## config.mk

```make
export PLATFORM = sky130hd
export DESIGN_NAME = song_sequencer
export DESIGN_NICKNAME = d
export VERILOG_FILES = /design/src/rtl/music_pkg.sv /design/src/rtl/beat_generator.sv /design/src/rtl/song_sequencer.sv
export SDC_FILE = /design/constraint.sdc
export NUM_CORES = 1
export LEC_CHECK = 0
export ABC_AREA = 1
export BUFFER_PORTS_ARGS = -buffer_cell sky130_fd_sc_hd__buf_2
export CAP_MARGIN = 20
export CORE_MARGIN = 1.5
export CORE_UTILIZATION = 25
export DETAILED_ROUTE_END_ITERATION = 16
export PLACE_DENSITY_LB_ADDON = 0.12
export RECOVER_POWER = 100
export REMOVE_ABC_BUFFERS = 1
export SLEW_MARGIN = 20
export SYNTH_ARGS = -nofsm -noshare
export SYNTH_HDL_FRONTEND = slang
export SYNTH_SLANG_ARGS = --single-unit
```

## constraint.sdc

```tcl
create_clock -name clk -period 1.7 [get_ports clk]
set_clock_uncertainty 0.05 [all_clocks]
set_input_delay 0.34 -clock clk [delete_from_list [all_inputs] [get_ports clk]]
set_output_delay 0.34 -clock clk [all_outputs]
set_load 0.005 [all_outputs]
```

## src/rtl/music_pkg.sv

```systemverilog
// Shared types and defaults for the music player playback path.
package music_pkg;

    localparam int unsigned DEF_BEAT_COUNT = 1000;
    localparam int unsigned DEF_NUM_SONGS  = 4;
    localparam int unsigned DEF_SONG_W     = 2;
    localparam int unsigned DEF_NOTE_IDX_W = 5;
    localparam int unsigned DEF_NOTE_W     = 6;
    localparam int unsigned DEF_DUR_W      = 6;

    // Note code 0 is a rest; it is timed like any other note.
    localparam int unsigned REST_NOTE = 0;

    // Sequencer phases: address out, ROM latency, decode, sustain, song wrap-up.
    typedef enum logic [2:0] {
        StFetch,
        StWait,
        StLoad,
        StHold,
        StEnd
    } seq_state_e;

    // Song index that follows `song`, wrapping at num_songs.
    function automatic int unsigned next_song(input int unsigned song,
                                              input int unsigned num_songs);
        return (song + 1 >= num_songs) ? 0 : song + 1;
    endfunction

endpackage

```

## src/rtl/beat_generator.sv

```systemverilog
// Beat pacing counter: advances only while enabled, pulses beat on wrap.
module beat_generator #(
    parameter int unsigned BEAT_COUNT = 1000
) (
    input  logic clk,
    input  logic reset,
    input  logic enable,
    input  logic clear,
    output logic beat
);

    localparam int unsigned CntW = (BEAT_COUNT > 1) ? $clog2(BEAT_COUNT) : 1;

    logic [CntW-1:0] count_q, count_d;
    logic            at_max;

    assign at_max = (count_q == CntW'(BEAT_COUNT - 1));
    // A clear in the wrap cycle wins, so no beat escapes a song change.
    assign beat   = enable & ~clear & at_max;

    // Next count: clear has priority, then wrap or increment while enabled.
    always_comb begin
        count_d = count_q;
        if (clear) begin
            count_d = '0;
        end else if (enable) begin
            count_d = at_max ? '0 : count_q + CntW'(1);
        end
    end

    // Count register; pausing simply leaves it frozen.
    always_ff @(posedge clk or posedge reset) begin
        if (reset) begin
            count_q <= '0;
        end else begin
            count_q <= count_d;
        end
    end

endmodule

```

## src/rtl/song_sequencer.sv

```systemverilog
// Playback controller: walks the song ROM note by note, paces each note in
// beats and handles the play/pause and next-song buttons.
module song_sequencer
    import music_pkg::*;
#(
    parameter int unsigned BEAT_COUNT = DEF_BEAT_COUNT,
    parameter int unsigned NUM_SONGS  = DEF_NUM_SONGS,
    parameter int unsigned SONG_W     = DEF_SONG_W,
    parameter int unsigned NOTE_IDX_W = DEF_NOTE_IDX_W,
    parameter int unsigned NOTE_W     = DEF_NOTE_W,
    parameter int unsigned DUR_W      = DEF_DUR_W
) (
    input  logic                         clk,
    input  logic                         reset,
    input  logic                         play_button,
    input  logic                         next_button,
    output logic [SONG_W+NOTE_IDX_W-1:0] rom_addr,
    input  logic [NOTE_W+DUR_W-1:0]      rom_data,
    output logic [NOTE_W-1:0]            note_out,
    output logic                         note_load,
    output logic                         play_enable,
    output logic [SONG_W-1:0]            current_song,
    output logic                         beat,
    output logic                         song_done
);

    seq_state_e              state_q, state_d;
    logic                    playing_q, playing_d;
    logic [SONG_W-1:0]       song_q, song_d;
    logic [NOTE_IDX_W-1:0]   note_idx_q, note_idx_d;
    logic [NOTE_W-1:0]       note_q, note_d;
    logic [DUR_W-1:0]        dur_cnt_q, dur_cnt_d;
    logic                    note_load_q, note_load_d;

    logic [NOTE_W-1:0]       rom_note;
    logic [DUR_W-1:0]        rom_dur;
    logic [SONG_W-1:0]       song_inc;
    logic                    beat_clear;

    assign rom_note = rom_data[NOTE_W+DUR_W-1:DUR_W];
    assign rom_dur  = rom_data[DUR_W-1:0];
    assign song_inc = SONG_W'(next_song(32'(song_q), NUM_SONGS));

    // Beat phase restarts with every new song, whether chosen or reached.
    assign beat_clear = next_button | (state_q == StEnd);

    beat_generator #(
        .BEAT_COUNT (BEAT_COUNT)
    ) u_beat_generator (
        .clk    (clk),
        .reset  (reset),
        .enable (playing_q),
        .clear  (beat_clear),
        .beat   (beat)
    );

    assign rom_addr     = {song_q, note_idx_q};
    assign note_out     = note_q;
    assign note_load    = note_load_q;
    assign play_enable  = playing_q;
    assign current_song = song_q;
    assign song_done    = (state_q == StEnd);

    // Next-state: sequencing advances only while playing; END always completes
    // in one cycle so song_done is a clean single pulse; next overrides all.
    always_comb begin
        state_d     = state_q;
        playing_d   = playing_q;
        song_d      = song_q;
        note_idx_d  = note_idx_q;
        note_d      = note_q;
        dur_cnt_d   = dur_cnt_q;
        note_load_d = 1'b0;

        if (play_button) begin
            playing_d = ~playing_q;
        end

        if (state_q == StEnd) begin
            // A next press here is absorbed: the song advances exactly once.
            song_d     = song_inc;
            note_idx_d = '0;
            playing_d  = 1'b0;
            state_d    = StFetch;
        end else begin
            if (playing_q) begin
                unique case (state_q)
                    StFetch: begin
                        state_d = StWait;
                    end
                    StWait: begin
                        // ROM word is valid now; capture it so LOAD can
                        // present note_load without a further cycle.
                        dur_cnt_d = rom_dur;
                        if (rom_dur != '0) begin
                            note_d      = rom_note;
                            note_load_d = 1'b1;
                        end
                        state_d = StLoad;
                    end
                    StLoad: begin
                        state_d = (dur_cnt_q == '0) ? StEnd : StHold;
                    end
                    StHold: begin
                        if (beat) begin
                            if (dur_cnt_q == DUR_W'(1)) begin
                                if (note_idx_q == '1) begin
                                    state_d = StEnd;
                                end else begin
                                    note_idx_d = note_idx_q + NOTE_IDX_W'(1);
                                    state_d    = StFetch;
                                end
                            end else begin
                                dur_cnt_d = dur_cnt_q - DUR_W'(1);
                            end
                        end
                    end
                    default: begin
                        state_d = StFetch;
                    end
                endcase
            end

            if (next_button) begin
                // note_out is kept; play_enable=0 mutes it downstream.
                song_d      = song_inc;
                note_idx_d  = '0;
                playing_d   = 1'b0;
                state_d     = StFetch;
                note_d      = note_q;
                dur_cnt_d   = dur_cnt_q;
                note_load_d = 1'b0;
            end
        end
    end

    // Sequencer state registers.
    always_ff @(posedge clk or posedge reset) begin
        if (reset) begin
            state_q     <= StFetch;
            playing_q   <= 1'b0;
            song_q      <= '0;
            note_idx_q  <= '0;
            note_q      <= NOTE_W'(REST_NOTE);
            dur_cnt_q   <= '0;
            note_load_q <= 1'b0;
        end else begin
            state_q     <= state_d;
            playing_q   <= playing_d;
            song_q      <= song_d;
            note_idx_q  <= note_idx_d;
            note_q      <= note_d;
            dur_cnt_q   <= dur_cnt_d;
            note_load_q <= note_load_d;
        end
    end

endmodule
```

==> flow_summary.ini, run 1 <==
[power_and_ir_drop]
seq_power_share = 0.407
p_sw_mw = 1.071
power.internal_mw = 1.761
total_power_mw = 2.833
swShare = 0.3782
powerDensity_nw_per_um2 = 1048
peakVddDrop_mv = 0.3960
clkPwrFrac = 0.227
combPwrFrac = 0.366
leakage_nw = 1.365

[status]
outcome = finished with violations
violations = setup timing

[finish]
drive_above_1_share = 0.3072
utilization = 0.3462
fill_cells = 880
fin_nets = 353
antennaDiodeCount = 0
area_growth_pct = 32.11
final_cell_area_sq_um = 2703

[yosys]
synth_edf_count = 0
syn_area_sq_um = 2046
synth_area_per_cell_sq_um = 7.778
netlist_instances = 263
synth_warnings = 0
ys_ff_latch = 34
async_flop_share = 1.000
synthFlopType = dfrtp_1
synth-seq-area-share = 0.4159
yosysUniqueCellTypes = 30

[hold_path]
worst_hold_startpoint = rom_data[7]
min_path_cells = 3
hp-class = primary input to flip-flop

[drt]
postRouteAntennaNets = 0
vias_per_cell = 4.359
drtIter0Drc = 26
drt-met1-wl_um = 2529
firstDrtPassIters = 4
wire_per_inst_um = 11.38
met2_length_um = 2144
drc = 0
top_layer = met4
wirelength_um = 4939
wl_met3_um = 213
vias = 1892

[sta]
fmaxAchievable_mhz = 570.1
rsz0062_at_grt = yes
relSlewSlack = 0.3876
period_minus_slack_ps = 1754
worst_slack_ps = -54.15
period_share = 1.032
setup_viol = 1
slew_violations = 0
hold_viol = 0
fin_hold_ws_ps = 193.9
worst_pin_slew_ps = 918.5

[worst_setup_path]
cp_max_fo = 5
crit-reg2reg-launch = state_q[1]
cp_cell_sequence = inv_1 > nand3_4 > nand2_4 > nor2_8 > nand2_2 > inv_2 > buf_6
end_kind = output port
max_stage_delay_ps = 400
worst-setup-path-type = flip-flop to output port
cp.arrival_ps = 1360
cp.required_ps = 1310
r2r_cells = 9
critPathSlowestCell = dfrtp_1
critPathLaunch = state_q[1]
setup.worst_path.start_class = flip-flop

[global_route]
grt_use_total = 0.1268
first_global_vias = 1877
grt_max_degree = 35
antenna_found_initial = 0
grt_overflow = 0
grt_pass1_wl_um = 8721

[floorplanning]
die-width_um = 93.46
start_util = 0.2620
num_rows = 32
coreArea_sq_um = 7807
top_level_ports = 35
dieArea_sq_um = 8735
die_h_um = 93.46

[clocking]
cts_buffers = 5
insertion_delay_ps = 280
htreeDepth = 2
cts_tree = done
clock_sinks = 34
clk_pin_slew_ps = 70
root_buffer = clkbuf_8
clockBufferDepth = 2
cts_hold_buf = 0

[place]
dp_hpwl_um = 3654
io_buffers = 34
place.gp.congestion = 0.7681
place_area_sq_um = 2469

[job]
cap_violations = 0
-- cell usage in the layout (no fill, tap or decap), types with 6 or more instances in the layout --
| cell | netlist | routed |
|---|---|---|
| buf_4 | 2 | 26 |
| dfrtp_1 | 34 | 33 |
| inv_1 | 30 | 28 |
| nand3_1 | 27 | 26 |
| nand2_2 | 3 | 6 |
| buf_2 | 0 | 29 |
| nand2_1 | 87 | 84 |
| clkbuf_8 | 0 | 6 |
| nor2_1 | 16 | 15 |
| o21ai_0 | 11 | 10 |
-- critical path: cells and delay by family, from the launching register on --
kind	cells	cell delay, ps
DFF	1	400
buffers and inverters	3	310
and+or+nand+nor	4	380
-- sequential cells by signal, indices dropped and copies added (netlist names) --
| register | count |
|---|---|
| u_beat_generator.count_q | 10 |
| dur_cnt_q | 6 |
| note_out | 6 |
| note_idx_q | 5 |
| state_q | 3 |
| current_song | 2 |
| note_load | 1 |
| play_enable | 1 |
-- per-stage QoR --
step                TNS [ps]  setup slack (ps)  instances
floorplan                  0             107.0        261
global placement      -15.45            -15.45        414
detailed placement    -49.85            -49.85        414
CTS                   -81.63            -81.63        430
finish                -54.15            -54.15        434
global route          -220.8            -165.2        434
-- what timing repair did --
action / in CTS / in global routing
endpoints found under the setup margin: 2 / 18
resized for setup: 10 / 8
buffers inserted: 8 / 5
pin swaps: 4 / 6
-- path summary, 6_finish.rpt --
kind | slack [ps] | to
min in group asynchronous | 270 | dur_cnt_q[0]
max in group asynchronous | 690 | state_q[2]
min | 190 | note_out[1]
min reg2reg | 430 | note_out[2]
max reg2reg | 70 | u_beat_generator.count_q[7]
max | -50 | beat
-- logic make-up (layout without fill, tap and decap cells) --
kind of cell    after synthesis  in the layout  share of synthesized area
simple gates                160            160                     0.3853
flops                        34             34                     0.4159
buf+inv                      34            103                    0.06728
compound gates               22             22                    0.06483
xor+xnor                      7              7                    0.02997
fa+ha+maj                     6              6                    0.03670
-- area by class of cell --
cell class              count  area, sq um  area share
clock buffers               6        82.58     0.03056
clock inverters             2        12.51    0.004630
inverters                  32        122.6     0.04537
multi-input cells         195         1110      0.4106
flip-flops and latches     34        852.1      0.3153
well taps                 102        127.6     0.04722
repair buffers             63        395.4      0.1463
-- power by group through the flow --
stage	logic [mW]	registers [mW]	clock network [mW]
after floorplan	0.648	1.16	0
after global placement	0.997	1.18	0
after detailed placement	1.00	1.17	0
after CTS	1.04	1.15	0.674
after global routing	1.21	1.19	0.717
final	1.04	1.15	0.642
-- cell usage after synthesis (all sizes together) (2+ instances only) --
cell type  instances  area share
nand3             31       0.089
dfrtp             34        0.42
nor3               6       0.015
ha                 6       0.037
xor2               4       0.017
nand2             95        0.20
o21ai             13       0.034
nand4              3      0.0092
buf                2      0.0073
nor2              23       0.070
a21oi              6       0.020
xnor2              3       0.013
inv               32       0.060
-- per-layer routing --
| layer | GRT usage | vias up |
|---|---|---|
| met5 | 0 | - |
| met4 | 0.03409 | 0 |
| met3 | 0.03089 | 5 |
| met2 | 0.1975 | 35 |
| met1 | 0.1740 | 876 |
| li1 | - | 976 |
Power figures use the tool's default switching activity.
==> run 2, diff against run 1 <==
Settings changed: CELL_PAD_IN_SITES_DETAIL_PLACEMENT from default to 0, CELL_PAD_IN_SITES_GLOBAL_PLACEMENT from default to 1.
==> flow_summary.ini, run 2 (same netlist as run 1, synthesis figures left out) <==
[worst_setup_path]
r2r_slack_ps = 90
r2r_cells = 11
critPathSlowestCell = dfrtp_1
cp_max_fo = 2
cp.required_ps = 1310
worst-setup-path-type = flip-flop to output port
cp_cell_sequence = ha_2 > nand2_2 > inv_2 > nand3_2 > nor2_4 > nand2_2 > inv_2 > buf_6
crit-reg2reg-launch = note_idx_q[1]
cp.arrival_ps = 1380
max_stage_delay_ps = 370
setup.worst_path.start_class = flip-flop
r2r-end = note_idx_q[3]
end_kind = output port

[drt]
drtIter0Drc = 81
vias = 1823
drc = 0
firstDrtPassIters = 4
wire_per_inst_um = 11.61
wirelength_um = 5027
vias_per_cell = 4.210
postRouteAntennaNets = 0

[hold_path]
hp-class = primary input to flip-flop
min_path_cells = 3
worst_hold_startpoint = rom_data[9]
holdPathEnd = note_out[3]

[clocking]
clock_sinks = 34
insertion_delay_ps = 290
cts_buffers = 5
htreeDepth = 2
root_buffer = clkbuf_8
clk_pin_slew_ps = 80
clockBufferDepth = 2
cts_tree = done

[sta]
hold_viol = 0
fin_setup_tns_ps = -73.09
slew_violations = 0
period_share = 1.043
worst_slack_ps = -73.09
period_minus_slack_ps = 1773
rsz0062_at_grt = yes
worst_pin_slew_ps = 906.5
setup_viol = 1
relSlewSlack = 0.3957
fmaxAchievable_mhz = 564.0

[floorplanning]
num_rows = 32
die_h_um = 93.46
die-width_um = 93.46
coreArea_sq_um = 7807
start_util = 0.2620
dieArea_sq_um = 8735
top_level_ports = 35

[finish]
final_cell_area_sq_um = 2726
area_growth_pct = 33.27
ff_latch_area_sq_um = 850.8
top_register = u_beat_generator.count_q
multi_input_area_sq_um = 1112
utilization = 0.3492
fin_nets = 352
final_cell_mix = 81 x nand2_1, 34 x dfrtp_1, 28 x inv_1, 28 x buf_2, 27 x nand3_1
antennaDiodeCount = 0
final_common_cell = nand2_1
fill_cells = 860
drive_above_1_share = 0.3082
largest_reg_flops = 10

[status]
violations = setup timing
outcome = finished with violations

[global_route]
antenna_found_initial = 0
grt_use_total = 0.1308
grt_pass1_wl_um = 8804
grt_max_degree = 35
grt_overflow = 0
first_global_vias = 1869

[power_and_ir_drop]
total_power_mw = 3.076
powerDensity_nw_per_um2 = 1128
leakage_nw = 1.374
peakVddDrop_mv = 0.3671

[job]
cap_violations = 0

[place]
io_buffers = 34
dp_slack_ps = 20.76
dp_hpwl_um = 3782
place.gp.congestion = 0.7278
place_area_sq_um = 2471
[run 2: changes by cell type in the layout (fill, tap and decap cells not counted), moves of 2 or more]
| cell | previous run | this run |
|---|---|---|
| buf_4 | 26 | 23 |
| nand2_1 | 84 | 81 |
| nand2_2 | 6 | 9 |
| bufinv_16 | 0 | 2 |
| o21ai_0 | 10 | 8 |
| o21ai_1 | 2 | 4 |
[run 2: metrics by stage]
stage	hold WS, ps	cells
4_1_cts	99.03	431
2_1_floorplan	399.1	261
3_5_place_dp	412.8	416
6_report	182.3	433
3_3_place_gp	411.9	416
5_1_grt	180.4	433
[run 2: power by group]
part	switching [mW]	internal, mW	leakage, nW	total, mW
combinational	0.579	0.418	0.854	0.997
sequential	0.168	0.995	0.452	1.16
clock	0.329	0.588	0.0683	0.917
[run 2: how the worst max path moves through the flow]
stage,end,slack (ps),depth (start not counted),startpoint
3_3_place_gp,note_idx_q[3],20,11,note_idx_q[0]
4_1_cts,beat,-110,8,u_beat_generator.count_q[0]
2_1_floorplan,note_idx_q[0],110,10,note_idx_q[0]
3_5_place_dp,note_idx_q[3],20,11,note_idx_q[0]
5_1_grt,beat,-180,8,u_beat_generator.count_q[0]
6_report,beat,-70,8,u_beat_generator.count_q[0]
[run 2: repair_timing]
action | CTS | global route
endpoints found under the hold margin | 0 | 0
hold buffers | 0 | 0
gates resized for setup | 8 | 16
pin swaps | 4 | 9
setup buffers | 7 | 3
endpoints found under the setup margin | 2 | 19
[run 2: critical path, delay by kind of cell, from the launching register on]
kind,cells,cell delay [ps]
buffers and inverters,3,240
adders and majority gates,1,190
DFF,1,370
and+or+nand+nor,4,320
[run 2: per-layer routing]
layer	global-route usage	wire, um	vias up
li1	-	-	970
met1	0.1804	2604	818
met2	0.2017	2176	30
met3	0.02846	171	5
met4	0.04167	74	0
met5	0	0	-
[run 2: final cells by class]
| type | instances | share of cell area |
|---|---|---|
| inverter | 32 | 0.04497 |
| clock buffer | 5 | 0.02524 |
| tap | 102 | 0.04681 |
| multi-input combinational | 195 | 0.4080 |
| sequential | 34 | 0.3121 |
| timing repair buffer | 62 | 0.1377 |
| clock inverter | 3 | 0.02524 |
==> run 3, diff against run 2 <==
Clock period 1.7 ns to 1.95 ns, I/O delays scaled along.
==> flow_summary.ini, run 3 (same netlist as run 1, synthesis figures left out) <==
[status]
outcome = finished clean

[finish]
final_common_cell = nand2_1
fin_nets = 337
antennaDiodeCount = 0
final_cell_mix = 87 x nand2_1, 34 x dfrtp_1, 29 x inv_1
fill_cells = 860
area_growth_pct = 23.12
largest_reg_flops = 10
top_register = u_beat_generator.count_q
drive_above_1_share = 0.2215

[drt]
drc = 0
drtIter0Drc = 22
wire_per_inst_um = 11.94
postRouteAntennaNets = 0
vias = 1778
firstDrtPassIters = 4
wirelength_um = 4991
vias_per_cell = 4.254

[power_and_ir_drop]
swShare = 0.3717
seq_power_share = 0.409
power.internal_mw = 1.565
leakage_nw = 1.250
powerDensity_nw_per_um2 = 989.0
clkPwrFrac = 0.272
p_sw_mw = 0.9259
peakVddDrop_mv = 0.3344
combPwrFrac = 0.319

[clocking]
cts_tree = done
clk_pin_slew_ps = 80
insertion_delay_ps = 290
clockBufferDepth = 2
root_buffer = clkbuf_8
clock_sinks = 34
cts_buffers = 5
htreeDepth = 2

[worst_setup_path]
cp.required_ps = 1510
cp_max_fo = 3
crit-reg2reg-launch = note_idx_q[0]
cp_common_cell = inv_2
max_stage_delay_ps = 370
cp.arrival_ps = 1370
end_kind = output port
worst-setup-path-type = flip-flop to output port
critPathSlowestCell = dfrtp_1
cp_cell_sequence = ha_2 > nand2_1 > inv_2 > nand3_2 > nor2_4 > nand2_2 > inv_2 > buf_2
r2r-end = note_idx_q[0]
r2r_slack_ps = 200
r2r_cells = 10
setup.worst_path.start_class = flip-flop

[sta]
fin_setup_tns_ps = 0
fmaxAchievable_mhz = 551.4
period_share = 0.9301
slew_violations = 0
hold_viol = 0
relSlewSlack = 0.3928
setup_viol = 0
worst_slack_ps = 136.3
rsz0062_at_grt = no
period_minus_slack_ps = 1814
worst_pin_slew_ps = 910.8

[place]
io_buffers = 34
dp_slack_ps = 211.1
dp_hpwl_um = 3686
place.gp.congestion = 0.7354

[job]
cap_violations = 0

[floorplanning]
top_level_ports = 35
die-width_um = 93.46
num_rows = 32
start_util = 0.2620
coreArea_sq_um = 7807
die_h_um = 93.46
dieArea_sq_um = 8735

[hold_path]
holdPathEnd = note_out[1]
worst_hold_startpoint = rom_data[7]
min_path_cells = 3
hp-class = primary input to flip-flop

[global_route]
antenna_found_initial = 0
grt_pass1_wl_um = 8459
first_global_vias = 1717
grt_use_total = 0.1251
grt_overflow = 0
grt_max_degree = 35
-- run 3: cell count changes in the layout (fill, tap and decap cells not counted), moves of 3 or more --
cell	change
o21ai_0	+4
clkbuf_1	+4
nor2_1	+3
o21ai_1	-4
nand2_2	-6
buf_2	-4
nand2_1	+6
buf_4	-13
-- run 3: what timing repair did --
| item | in CTS | in global routing |
|---|---|---|
| hold endpoints to repair | 0 | 0 |
| pin swaps | 1 | 3 |
| resized for setup | 2 | 6 |
| hold buffers | 0 | 0 |
| setup endpoints to repair | 1 | 1 |
| setup buffers | 3 | 5 |
-- run 3: stage by stage --
stage	hold WS (ps)	instances	power (mW)	cell area, sq um	util
floorplan	413.1	261	1.575	2031	-
global placement	410.4	402	1.871	2366	0.3030
detailed placement	412.1	402	1.861	2366	0.3030
CTS	153.5	413	2.572	2507	0.3212
global route	223.0	418	2.718	2519	0.3226
finish	236.8	418	2.491	2519	0.3226
-- run 3: how the worst max path moves through the flow --
stage / from / endpoint / slack, ps
6_report: u_beat_generator.count_q[0] / beat / 140
5_1_grt: u_beat_generator.count_q[0] / beat / 5
3_3_place_gp: note_idx_q[0] / note_idx_q[3] / 220
2_1_floorplan: note_idx_q[0] / note_idx_q[0] / 360
3_5_place_dp: note_idx_q[0] / note_idx_q[0] / 210
4_1_cts: state_q[1] / beat / 8
-- run 3: per-layer routing --
metal  share of wire  routed length, um  track usage  vias up
met1            0.52               2595       0.1737      801
met3           0.042                212      0.03171        4
li1                -                  -            -      941
met5               0                  0            0        -
met2            0.43               2138       0.1896       32
met4          0.0088                 44      0.03788        0
-- run 3: layout make-up --
type                       count  area (sq um)  area share
multi-input combinational    195          1052      0.4178
sequential                    34         850.8      0.3378
timing repair buffer          47         252.7      0.1003
tap                          102         127.6     0.05067
inverter                      32         121.4     0.04819
clock buffer                   5         68.82     0.02732
clock inverter                 3         45.04     0.01788
-- run 3: critical path, delay by kind of cell, from the launching register on --
family	cells	cell delay, ps
buffers and inverters	3	240
and+or+nand+nor	4	300
adders and majority gates	1	180
DFF	1	370
-- run 3: power by group through the flow --
stage | logic, mW | registers (mW) | clock network [mW]
floorplan | 0.565 | 1.01 | 0
global placement | 0.833 | 1.04 | 0
detailed placement | 0.825 | 1.04 | 0
CTS | 0.836 | 1.02 | 0.713
global route | 0.931 | 1.05 | 0.737
finish | 0.794 | 1.02 | 0.677
